[src/rtl/scpad_pkg.sv]
// Shared types and defaults for the scratchpad body request path.
package scpad_pkg;

  localparam int SCPAD_ADDR_W     = 16;
  localparam int SCPAD_DATA_W     = 128;
  localparam int SCPAD_STARVE_MAX = 8;

  // Request source as recorded in the output slot.
  typedef enum logic {
    SRC_FE = 1'b0,
    SRC_BE = 1'b1
  } arb_src_e;

  // One scratchpad request at the default body widths.
  typedef struct packed {
    logic                    write;
    logic [SCPAD_ADDR_W-1:0] addr;
    logic [SCPAD_DATA_W-1:0] wdata;
  } scpad_req_t;

endpackage

[src/rtl/scpad_arb_slot.sv]
// One-entry registered output slot: load on grant, hold while the body
// stalls the held request type, empty when it drains with nothing new.
module scpad_arb_slot
  import scpad_pkg::*;
#(
  parameter int ADDR_W = 16,
  parameter int DATA_W = 128
) (
  input  logic              clk,
  input  logic              n_rst,
  input  logic              load,
  input  logic              load_write,
  input  logic [ADDR_W-1:0] load_addr,
  input  logic [DATA_W-1:0] load_wdata,
  input  arb_src_e          load_src,
  input  logic              w_stall,
  input  logic              r_stall,
  output logic              out_valid,
  output logic              out_write,
  output logic [ADDR_W-1:0] out_addr,
  output logic [DATA_W-1:0] out_wdata,
  output arb_src_e          out_src,
  output logic              free
);

  // The stall that matters is the one for the request already held.
  assign free = !(out_valid && (out_write ? w_stall : r_stall));

  // Slot register: clear, load a granted request, or drop a drained one.
  always_ff @(posedge clk) begin
    if (!n_rst) begin
      out_valid <= 1'b0;
      out_write <= 1'b0;
      out_addr  <= '0;
      out_wdata <= '0;
      out_src   <= SRC_FE;
    end else if (load) begin
      out_valid <= 1'b1;
      out_write <= load_write;
      out_addr  <= load_addr;
      out_wdata <= load_wdata;
      out_src   <= load_src;
    end else if (free) begin
      out_valid <= 1'b0;
    end
  end

endmodule

[src/rtl/scpad_req_arbiter.sv]
// Merges backend and frontend scratchpad requests into one registered
// stream. Backend has fixed priority; the frontend is forced through after
// STARVE_MAX consecutive losses.
module scpad_req_arbiter
  import scpad_pkg::*;
#(
  parameter int ADDR_W     = 16,
  parameter int DATA_W     = 128,
  parameter int STARVE_MAX = SCPAD_STARVE_MAX,
  parameter int CNT_W      = 32
) (
  input  logic              clk,
  input  logic              n_rst,
  input  logic              be_valid,
  input  logic              be_write,
  input  logic [ADDR_W-1:0] be_addr,
  input  logic [DATA_W-1:0] be_wdata,
  output logic              be_ready,
  input  logic              fe_valid,
  input  logic              fe_write,
  input  logic [ADDR_W-1:0] fe_addr,
  input  logic [DATA_W-1:0] fe_wdata,
  output logic              fe_ready,
  input  logic              w_stall,
  input  logic              r_stall,
  output logic              out_valid,
  output logic              out_write,
  output logic [ADDR_W-1:0] out_addr,
  output logic [DATA_W-1:0] out_wdata,
  output logic              out_src,
  output logic [CNT_W-1:0]  be_grants,
  output logic [CNT_W-1:0]  fe_grants
);

  localparam int SW = $clog2(STARVE_MAX + 1);
  localparam logic [SW-1:0] STARVE_LIM = SW'(STARVE_MAX);

  logic          slot_free;
  logic          fe_force;
  logic          be_win;
  logic          fe_win;
  logic [SW-1:0] starve_cnt;
  arb_src_e      slot_src;

  assign fe_force = be_valid && fe_valid && (starve_cnt == STARVE_LIM);
  assign be_win   = be_valid && !fe_force;
  assign fe_win   = fe_valid && !be_win;

  // Readies are gated by n_rst so nothing is accepted during reset.
  assign be_ready = n_rst && slot_free && be_win;
  assign fe_ready = n_rst && slot_free && fe_win;
  assign out_src  = slot_src;

  scpad_arb_slot #(
    .ADDR_W (ADDR_W),
    .DATA_W (DATA_W)
  ) u_slot (
    .clk        (clk),
    .n_rst      (n_rst),
    .load       (be_ready || fe_ready),
    .load_write (be_ready ? be_write : fe_write),
    .load_addr  (be_ready ? be_addr  : fe_addr),
    .load_wdata (be_ready ? be_wdata : fe_wdata),
    .load_src   (be_ready ? SRC_BE   : SRC_FE),
    .w_stall    (w_stall),
    .r_stall    (r_stall),
    .out_valid  (out_valid),
    .out_write  (out_write),
    .out_addr   (out_addr),
    .out_wdata  (out_wdata),
    .out_src    (slot_src),
    .free       (slot_free)
  );

  // Count consecutive frontend losses; a stall cycle leaves the count alone.
  always_ff @(posedge clk) begin
    if (!n_rst) begin
      starve_cnt <= '0;
    end else if (fe_ready || !fe_valid) begin
      starve_cnt <= '0;
    end else if (be_ready && (starve_cnt != STARVE_LIM)) begin
      starve_cnt <= starve_cnt + SW'(1);
    end
  end

  // Free-running grant counters, wrapping naturally at 2^CNT_W.
  always_ff @(posedge clk) begin
    if (!n_rst) begin
      be_grants <= '0;
      fe_grants <= '0;
    end else begin
      if (be_ready) be_grants <= be_grants + CNT_W'(1);
      if (fe_ready) fe_grants <= fe_grants + CNT_W'(1);
    end
  end

endmodule
[config.mk]
export PLATFORM = sky130hd
export DESIGN_NAME = scpad_req_arbiter
export DESIGN_NICKNAME = d
export VERILOG_FILES = /design/src/rtl/scpad_pkg.sv /design/src/rtl/scpad_arb_slot.sv /design/src/rtl/scpad_req_arbiter.sv
export SDC_FILE = /design/constraint.sdc
export NUM_CORES = 1
export LEC_CHECK = 0
export ABC_AREA = 1
export ABC_CLOCK_PERIOD_IN_PS = 2100
export CAP_MARGIN = 5
export CORE_AREA = 4 4 197 199
export CTS_CLUSTER_DIAMETER = 40
export DETAILED_ROUTE_END_ITERATION = 7
export DIE_AREA = 0 0 201 203
export GPL_ROUTABILITY_DRIVEN = 0
export GPL_TIMING_DRIVEN = 0
export MAX_ROUTING_LAYER = met4
export PLACE_DENSITY = 0.73
export SETUP_SLACK_MARGIN = 0.15
export SLEW_MARGIN = 20
export SYNTH_ARGS = -nofsm -noshare
export SYNTH_HDL_FRONTEND = slang
export SYNTH_SLANG_ARGS = --single-unit
[constraint.sdc]
create_clock -name clk -period 2.1 [get_ports clk]
set_input_delay 0.42 -clock clk [delete_from_list [all_inputs] [get_ports clk]]
set_output_delay 0.42 -clock clk [all_outputs]
set_load 0.1 [all_outputs]
==> results <==
where the power goes:
part	leakage, uW	switching, uW	internal (uW)
Clock	0.000666	2130	4520
Combinational	0.00694	3570	1660
Sequential	0.00178	158	4370
sequential cells by signal, summed over array words and instances (netlist names):
register and count:
u_slot.out_addr 16, be_grants 32, u_slot.out_valid 1, fe_grants 32, u_slot.out_wdata 128, u_slot.out_write 1
u_slot.out_src 1, starve_cnt 4
routing by layer:
metal,wire length [um],vias to the layer above
met5,0,-
met4,1570,0
met3,3900,101
met2,26500,613
met1,21200,6753
li1,-,7264
per-stage QoR:
step                area (um2)  setup TNS (ns)  std cells  hold WS [ns]  power (uW)
finish                   20600          -0.231       3124         0.392       16400
global route             20600          -0.335       3124         0.411       17000
CTS                      19200          -0.227       3104         0.379       16000
detailed placement       17500          -52.20       3025         0.469        9290
global placement         17500          -48.43       3025         0.460        9230
floorplan                11800               0       2044         0.470        7700
cells by family after synthesis:
group	after synthesis
compound gates	52
buf+inv	315
flops	215
fa+ha+maj	4
simple gates	1449
xor+xnor	9
final timing paths:
path / to / slack, ns / cells after the start
worst max-delay path: be_ready / -0.16 / 10
worst min-delay path: be_grants[9] / 0.39 / 3
worst max register to register: u_slot.out_wdata[36] / 0.13 / 14
worst min register to register: u_slot.out_src / 0.48 / 2
cell type report:
class,count,area share
Tap cell,474,0.0288
Clock inverter,15,0.0133
Sequential cell,215,0.212
Buffer,98,0.0469
Antenna cell,1,0.000122
Inverter,217,0.0399
Multi-Input combinational cell,1514,0.331
Clock buffer,54,0.0536
Timing Repair Buffer,536,0.274
placed cells by master (no fill, tap or decap), types with 37 or more instances in the layout:
cell type / count
clkdlybuf4s50_1: 293
inv_1: 210
nor2_2: 58
nand2_2: 70
buf_2: 51
dfxtp_1: 182
nor2_1: 330
a21oi_1: 37
nand3_1: 67
clkbuf_16: 52
clkdlybuf4s15_2: 175
nand2_1: 824
worst max-delay path: stages:
cell and delay [ns]:
clkdlybuf4s50_1 0.50, inv_1 0.07, nand2_2 0.09, nand3_4 0.09, nand2_4 0.10, nor2_8 0.05, buf_12 0.12, buf_12 0.12
buf_8 0.12, buf_12 0.15
repair_timing:
item / CTS / global route
endpoints found under the setup margin: 319 / 140
setup buffers: 10 / 5
pin swaps: 5 / 120
resized for setup: 715 / 367
gates cloned: 0 / 14
==> results.toml <==
[outcome]
run_status = "finished, violations left"
failed_checks = "setup timing"

[yosys]
synth_area_leaders = "dfxtp_1 (37%), nand2_1 (29%), nor2_1 (13%)"
synth.avg_cell_area_um2 = 5.76
synth-edff-count = 0
synthXorXnorAreaFrac = 0.00669
synth_commonest_cells = "nand2_1 (912), nor2_1 (415), dfxtp_1 (215), inv_1 (212), nand3_1 (67)"
synth_largest_type_area_fraction = 0.365
synth.mux.area_fraction = 0
synthCells = 2044
synthesis.yosys.warnings = 0
netlist-cell-type-count = 30
adder_and_majority_gate_portion_of_the_synthesized_area = 0.00425
synth_sequential_area_ratio = 0.365
async_reset_ff_frac = 0
synth_simple_gate_area_frac = 0.483
synthDominantAreaCellType = "dfxtp_1"
synth.cell_area_um2 = 11800
syn_nets = 2344
synth_top_family_by_area = "simple AND/OR/NAND/NOR gates"
synth-compound-area-share = 0.0228
ys_ff_latch = 215
synth.most_common_cell = "nand2_1"
synthFlopType = "dfxtp_1"

[min_path]
min_path_type = "primary input to flip-flop"
worstHoldStart = "n_rst"

[global_routing]
wire_length_of_the_first_global_routing_pass_mm = 77.0
met1_usage = 0.289
first_global_vias = 13901
track_usage = 0.241
grt_max_degree = 11
global_route.usage.met3 = 0.0481
most_used_routing_layer_in_global_routing = "met2"
globalRouteOverflowTotal = 0
met2_usage = 0.413
antenna_found_initial = 1

[finish]
area_delta_synth_final_pct = 74.6
multiInputGateArea_um2 = 6810
filler_cell_count = 3460
final_util = 0.552
seqCellArea_um2 = 4360
drive_gt1_frac = 0.229
nets = 2920

[timing]
achievable-frequency_mhz = 442
worst_slew_pin_slew_ns = 0.905
final_max_tran_viols = 0
timing.final.hold_violations = 0
finalCriticalPeriod_ns = 2.26
post_route_worst_setup_slack_ns = -0.165
setup_violations = 2
rsz0062_at_grt = "true"
slew_headroom = 0.397
period_share = 1.08
timing.clock.skew_ns = 0.0152

[worst_setup_path]
critical_r2r_launch = "starve_cnt[0]"
worstSetupStartpointType = "primary input"
timing_worst_setup_path_type = "primary input to primary output"
timing.critical_path.to_type = "primary output"
worstSetupStartpoint = "r_stall"
timing.critical_path.fanout_max = 4
critPathArrivalTime_ns = 1.84
cp_data_required_time_ns = 1.68

[power]
vdd_drop_max_mv = 0.482
leakagePower_uw = 0.00939
powerDensity_nw_per_um2 = 798

[clocking]
clkLatencyLatePin_ns = 0.51
cts_inserted_buffers = 38
cts.clk_slew.worst_paths_ns = 0.05
clock_tree_from_tritoncts = "done"
holdBufCountCts = 0
clock-sinks = 215
ctsHtreeMaxLevel = 2
cts_max_path_buffers = 3
clock_root_buffer = "clkbuf_16"

[detailed_routing]
final_antenna_net_count = 0
post_route_drc_violation_count = 0
routed_vias = 14731
vias_per_cell = 4.72
drtIter0Drc = 1117
wl_per_cell_um = 17.0
first_pass_iters = 8
routed_wirelength_mm = 53.2

[floorplanning]
die-area_um2 = 40800
floorplan.die.width_um = 201
io_pins = 509
die_h_um = 203
starting_utilization_of_the_core_area = 0.316
fp.coreArea_um2 = 37200
floorplan.rows = 71

[job]
max-cap-violations = 0

[placed_design]
post-place-ws_ns = -1.59
dpl.hpwl_mm = 38.8
portBuffers = 507
No activity file was read; power rests on OpenSTA's default activity.
